--- config.mk ---
export PLATFORM = sky130hd
export DESIGN_NAME = fft_bitrev_reorder_ctrl
export DESIGN_NICKNAME = d
export VERILOG_FILES = /design/src/rtl/fft_bitrev_reorder_ctrl.sv
export SDC_FILE = /design/constraint.sdc
export NUM_CORES = 1
export LEC_CHECK = 0
export BUFFER_PORTS_ARGS = -buffer_cell sky130_fd_sc_hd__buf_2
export CORE_AREA = 2 2 75 77
export DETAILED_ROUTE_END_ITERATION = 6
export DIE_AREA = 0 0 77 79
export PLACE_DENSITY = 0.71
export SYNTH_ARGS = -nofsm -noshare
export SYNTH_HDL_FRONTEND = slang
export SYNTH_SLANG_ARGS = --single-unit
--- constraint.sdc ---
create_clock -name clk_i -period 5.3 [get_ports clk_i]
set_clock_uncertainty 0.05 [all_clocks]
set_input_delay 0.795 -clock clk_i [delete_from_list [all_inputs] [get_ports clk_i]]
set_output_delay 0.795 -clock clk_i [all_outputs]
set_load 0.01 [all_outputs]
--- src/rtl/fft_bitrev_reorder_ctrl.sv ---
// Frame reorder controller: writes FFT samples into one of two SRAM banks in natural order
// and streams each completed bank back out in bit-reversed (or natural) order.
module fft_bitrev_reorder_ctrl #(
  parameter int unsigned AddrWidth = 10,
  parameter int unsigned DataWidth = 9,
  parameter int unsigned BitRev    = 1
) (
  input  logic                      clk_i,
  input  logic                      rst_ni,
  input  logic                      s_valid_i,
  output logic                      s_ready_o,
  input  logic [DataWidth-1:0]      s_data_i,
  output logic                      m_valid_o,
  input  logic                      m_ready_i,
  output logic [DataWidth-1:0]      m_data_o,
  output logic                      m_last_o,
  output logic                      mem_wen_o,
  output logic [1:0][AddrWidth:0]   mem_addr_o,
  output logic [DataWidth-1:0]      mem_wdata_o,
  input  logic [DataWidth-1:0]      mem_rdata_i
);

  localparam logic [AddrWidth-1:0] LastIdx = '1;

  function automatic logic [AddrWidth-1:0] bitrev(input logic [AddrWidth-1:0] v);
    logic [AddrWidth-1:0] r;
    r = '0;
    for (int i = 0; i < int'(AddrWidth); i++) r[i] = v[AddrWidth-1-i];
    return r;
  endfunction

  logic                 wr_bank, rd_bank;
  logic [AddrWidth-1:0] wcnt, rcnt, rd_idx;
  logic [1:0]           bank_full;
  logic                 rd_inflight, rd_last_q;
  logic [DataWidth-1:0] fifo_data [2];
  logic [1:0]           fifo_last;
  logic                 fifo_wptr, fifo_rptr;
  logic [1:0]           fifo_cnt;
  logic [2:0]           credit_used;
  logic                 wr_fire, pop, rd_en, wr_done, rd_done;

  assign s_ready_o   = !bank_full[wr_bank];
  assign wr_fire     = s_valid_i && s_ready_o;
  assign wr_done     = wr_fire && (wcnt == LastIdx);
  assign pop         = m_valid_o && m_ready_i;
  // Credit counts FIFO entries plus the read in flight, so the 2-entry FIFO can never overflow.
  assign credit_used = {1'b0, fifo_cnt} + {2'b00, rd_inflight} - {2'b00, pop};
  assign rd_en       = bank_full[rd_bank] && (credit_used < 3'd2);
  assign rd_done     = rd_en && (rcnt == LastIdx);
  assign rd_idx      = (BitRev != 0) ? bitrev(rcnt) : rcnt;

  assign mem_wen_o   = wr_fire;
  assign mem_wdata_o = s_data_i;
  assign mem_addr_o  = {{wr_bank, wcnt}, {rd_bank, rd_idx}};

  assign m_valid_o   = (fifo_cnt != 2'd0);
  assign m_data_o    = fifo_data[fifo_rptr];
  assign m_last_o    = m_valid_o && fifo_last[fifo_rptr];

  always_ff @(posedge clk_i or negedge rst_ni) begin
    if (!rst_ni) begin
      wr_bank <= 1'b0;
      wcnt    <= '0;
    end else if (wr_fire) begin
      wcnt <= wr_done ? '0 : wcnt + 1'b1;
      if (wr_done) wr_bank <= ~wr_bank;
    end
  end

  always_ff @(posedge clk_i or negedge rst_ni) begin
    if (!rst_ni) begin
      rd_bank     <= 1'b0;
      rcnt        <= '0;
      rd_inflight <= 1'b0;
      rd_last_q   <= 1'b0;
    end else begin
      rd_inflight <= rd_en;
      if (rd_en) begin
        rd_last_q <= rd_done;
        rcnt      <= rd_done ? '0 : rcnt + 1'b1;
        if (rd_done) rd_bank <= ~rd_bank;
      end
    end
  end

  // The write and read sides always own different banks, so both flags may change together.
  always_ff @(posedge clk_i or negedge rst_ni) begin
    if (!rst_ni) begin
      bank_full <= 2'b00;
    end else begin
      if (wr_done) bank_full[wr_bank] <= 1'b1;
      if (rd_done) bank_full[rd_bank] <= 1'b0;
    end
  end

  always_ff @(posedge clk_i or negedge rst_ni) begin
    if (!rst_ni) begin
      for (int i = 0; i < 2; i++) fifo_data[i] <= '0;
      fifo_last <= 2'b00;
      fifo_wptr <= 1'b0;
      fifo_rptr <= 1'b0;
      fifo_cnt  <= 2'd0;
    end else begin
      if (rd_inflight) begin
        fifo_data[fifo_wptr] <= mem_rdata_i;
        fifo_last[fifo_wptr] <= rd_last_q;
        fifo_wptr            <= ~fifo_wptr;
      end
      if (pop) fifo_rptr <= ~fifo_rptr;
      fifo_cnt <= fifo_cnt + {1'b0, rd_inflight} - {1'b0, pop};
    end
  end

endmodule

==> metrics <==
clk_lat worst skew 0.30 ns; vias in the first global route 1437; cell row count 27; arrival time at the worst endpoint 3.12 ns; Initial Util 44.8%; Post-CTS Setup Inserts 0; share of layout cells above drive strength 1 41.5%; syn_area_per_cell 12.3 um^2; core footprint 0.00534 mm^2; Pwr per Cell Area 329 mW/mm^2; Layout fillers 481; register area 0.00125 mm^2; EDFF count, synth 0; worst-path fanout max 10; post-cts resize count 0; # H-tree levels 2; worst setup path category reg -> reg; Final Cycle Share 55.3%; #FFs+latches synth 50; Worst setup EP type flip-flop; clk slew on worst S/H paths 0.10 ns; Chip Height 79 um; Final Hold Viols 0; die outline width 77 um; most common cell after layout, fill and taps aside dfrtp_1; via count 1558; cell area after synthesis 0.00239 mm^2; Clock Root Buffer clkbuf_8; Final Max Slew Viols 0; DPL Wire Length 2930 um; Leak 1.38 nW; Total Routing Usage GR 14.5%; DIE AREA 0.00608 mm^2; largest net degree at the start of global routing 51; Worst Path Required 5.49 ns; area of the multi-input gates 0.00100 mm^2; Worst Max-Slew Pin Slew 0.908 ns; CTS tree done; outcome finished clean; max-cap violations 0; P&R area growth vs syn 13.3%; number of hold buffers added after CTS 0; Yosys warnings 0; total power 891 uW; RSZ-0062 raised after global routing no; Mapped Nets 221; Yosys cell types 38; Hold WC Path Type reg -> reg; Max VDD drop 0.169 mV; Synth async-reset ratio 100%; residual DRC count 0; CTS Buffer Depth 2; WL per Instance 13.7 um; Vias/cell 5.09; Mapped Cells 194; initial DRC count 82; global route overflow 0; port bufs 47; Setup TNS 0 ns; Max-slew headroom 39.4%; n_diodes 0; dpl ws 2.14 ns; Antenna Nets Post-Route 0; Num CTS Buffers 5; Final setup viols 0; Achievable Freq 341 MHz; CP Launch Type flip-flop; Setup WS post-layout 2.37 ns; post-synthesis sequential area ratio 52.3%; Period minus WS final 2.93 ns; Primary FF master, synth dfrtp_1; final WL 4180 um; Nets 260; IO Pins 66; most frequent cells in the layout dfrtp_1 (50), buf_2 (47), mux2_2 (30); Clock Sinks 50; drt pass-1 iters 4; first-pass GRT wire length 6900 um; initial antenna violation count 0; placer congestion estimate 0.771
==> critical path, cell delays in order, from the launching register on <==
cell	delay (ns)
dfrtp_1	0.44
nor2_1	0.15
inv_1	0.07
and2_1	0.18
ha_1	0.27
inv_1	0.06
ha_1	0.13
inv_1	0.05
fa_1	0.37
xnor2_1	0.26
nand3_4	0.17
or4_4	0.54
a21oi_2	0.13
==> cell families after synthesis <==
logic type | count (synthesis) | share of synthesized area, %
AOI/OAI and AO/OA | 18 | 5.29
xor gates and xnor gates | 14 | 5.13
muxes | 36 | 16.8
adders and majority gates | 5 | 2.93
buffers and inverters | 24 | 5.76
DFF | 50 | 52.3
and+or+nand+nor | 47 | 11.7
==> metrics by stage <==
| step | hold WS [ns] | utilization, % | area (um^2) | cells |
|---|---|---|---|---|
| 3_3_place_gp | 0.427 | 49.0 | 2620 | 298 |
| 6_report | 0.447 | 50.8 | 2710 | 306 |
| 3_5_place_dp | 0.428 | 49.0 | 2620 | 298 |
| 4_1_cts | 0.449 | 50.8 | 2710 | 306 |
| 2_1_floorplan | 0.413 | - | 2390 | 194 |
| 5_1_grt | 0.469 | 50.8 | 2710 | 306 |
==> registers in the layout (all words and copies together), names as in the netlist <==
name / cells
fifo_data: 18
rcnt: 10
wcnt: 10
bank_full: 2
fifo_cnt: 2
fifo_last: 2
fifo_rptr: 1
fifo_wptr: 1
rd_bank: 1
rd_inflight: 1
rd_last_q: 1
wr_bank: 1
==> report_power, final <==
part | total (mW) | switching, mW | internal, mW
sequential | 0.462 | 0.0477 | 0.414
clock | 0.227 | 0.132 | 0.0954
combinational | 0.202 | 0.0970 | 0.105
==> per-layer routing <==
metal  global-route usage [%]  wire length, um  vias up
met2                     22.5             1860       37
met3                     3.64              168        7
met5                        0                0        -
met4                     5.54               68        0
li1                         -                -      754
met1                     19.7             2090      760
==> layout make-up <==
| type | instances | share of cell area [%] |
|---|---|---|
| clock buffers | 5 | 2.54 |
| clock inverters | 3 | 0.923 |
| inverters | 8 | 1.11 |
| multi-input cells | 120 | 37.0 |
| flip-flops and latches | 50 | 46.2 |
| well taps | 72 | 3.32 |
| repair buffers | 48 | 8.96 |
==> final timing paths <==
path | to | startpoint | depth (start not counted) | slack [ns]
setup / recovery | rcnt[9]$_DFFE_PN0P_ | fifo_cnt[1]$_DFF_PN0_ | 12 | 2.37
hold / removal | wcnt[6]$_DFFE_PN0P_ | wcnt[6]$_DFFE_PN0P_ | 1 | 0.45
setup reg to reg | rcnt[9]$_DFFE_PN0P_ | fifo_cnt[1]$_DFF_PN0_ | 12 | 2.37
hold reg to reg | wcnt[6]$_DFFE_PN0P_ | wcnt[6]$_DFFE_PN0P_ | 1 | 0.45
max in group asynchronous | wcnt[7]$_DFFE_PN0P_ | rst_ni | 2 | 4.24
min in group asynchronous | fifo_data[8]$_DFFE_PN0P_ | rst_ni | 2 | 0.54
==> synthesized netlist by cell type (all sizes together), types with 2 or more instances <==
cell / number / area share (%)
nor3: 2 / 0.42
mux2: 31 / 15
and4: 4 / 1.6
ha: 4 / 2.1
nand2: 7 / 1.1
a21oi: 6 / 1.4
o21ai: 2 / 0.42
xnor2: 10 / 3.7
nand2b: 2 / 0.52
and2: 4 / 1.0
a22o: 2 / 0.79
buf: 14 / 4.2
a21o: 2 / 0.73
clkbuf: 2 / 0.31
nand3: 6 / 1.8
a41oi: 3 / 1.1
mux2i: 5 / 2.1
inv: 8 / 1.3
a31oi: 2 / 0.52
dfrtp: 50 / 52
xor2: 4 / 1.5
nand4: 4 / 1.3
and3: 5 / 1.3
nor2: 9 / 1.4
No activity file was read; power rests on OpenSTA's default activity.
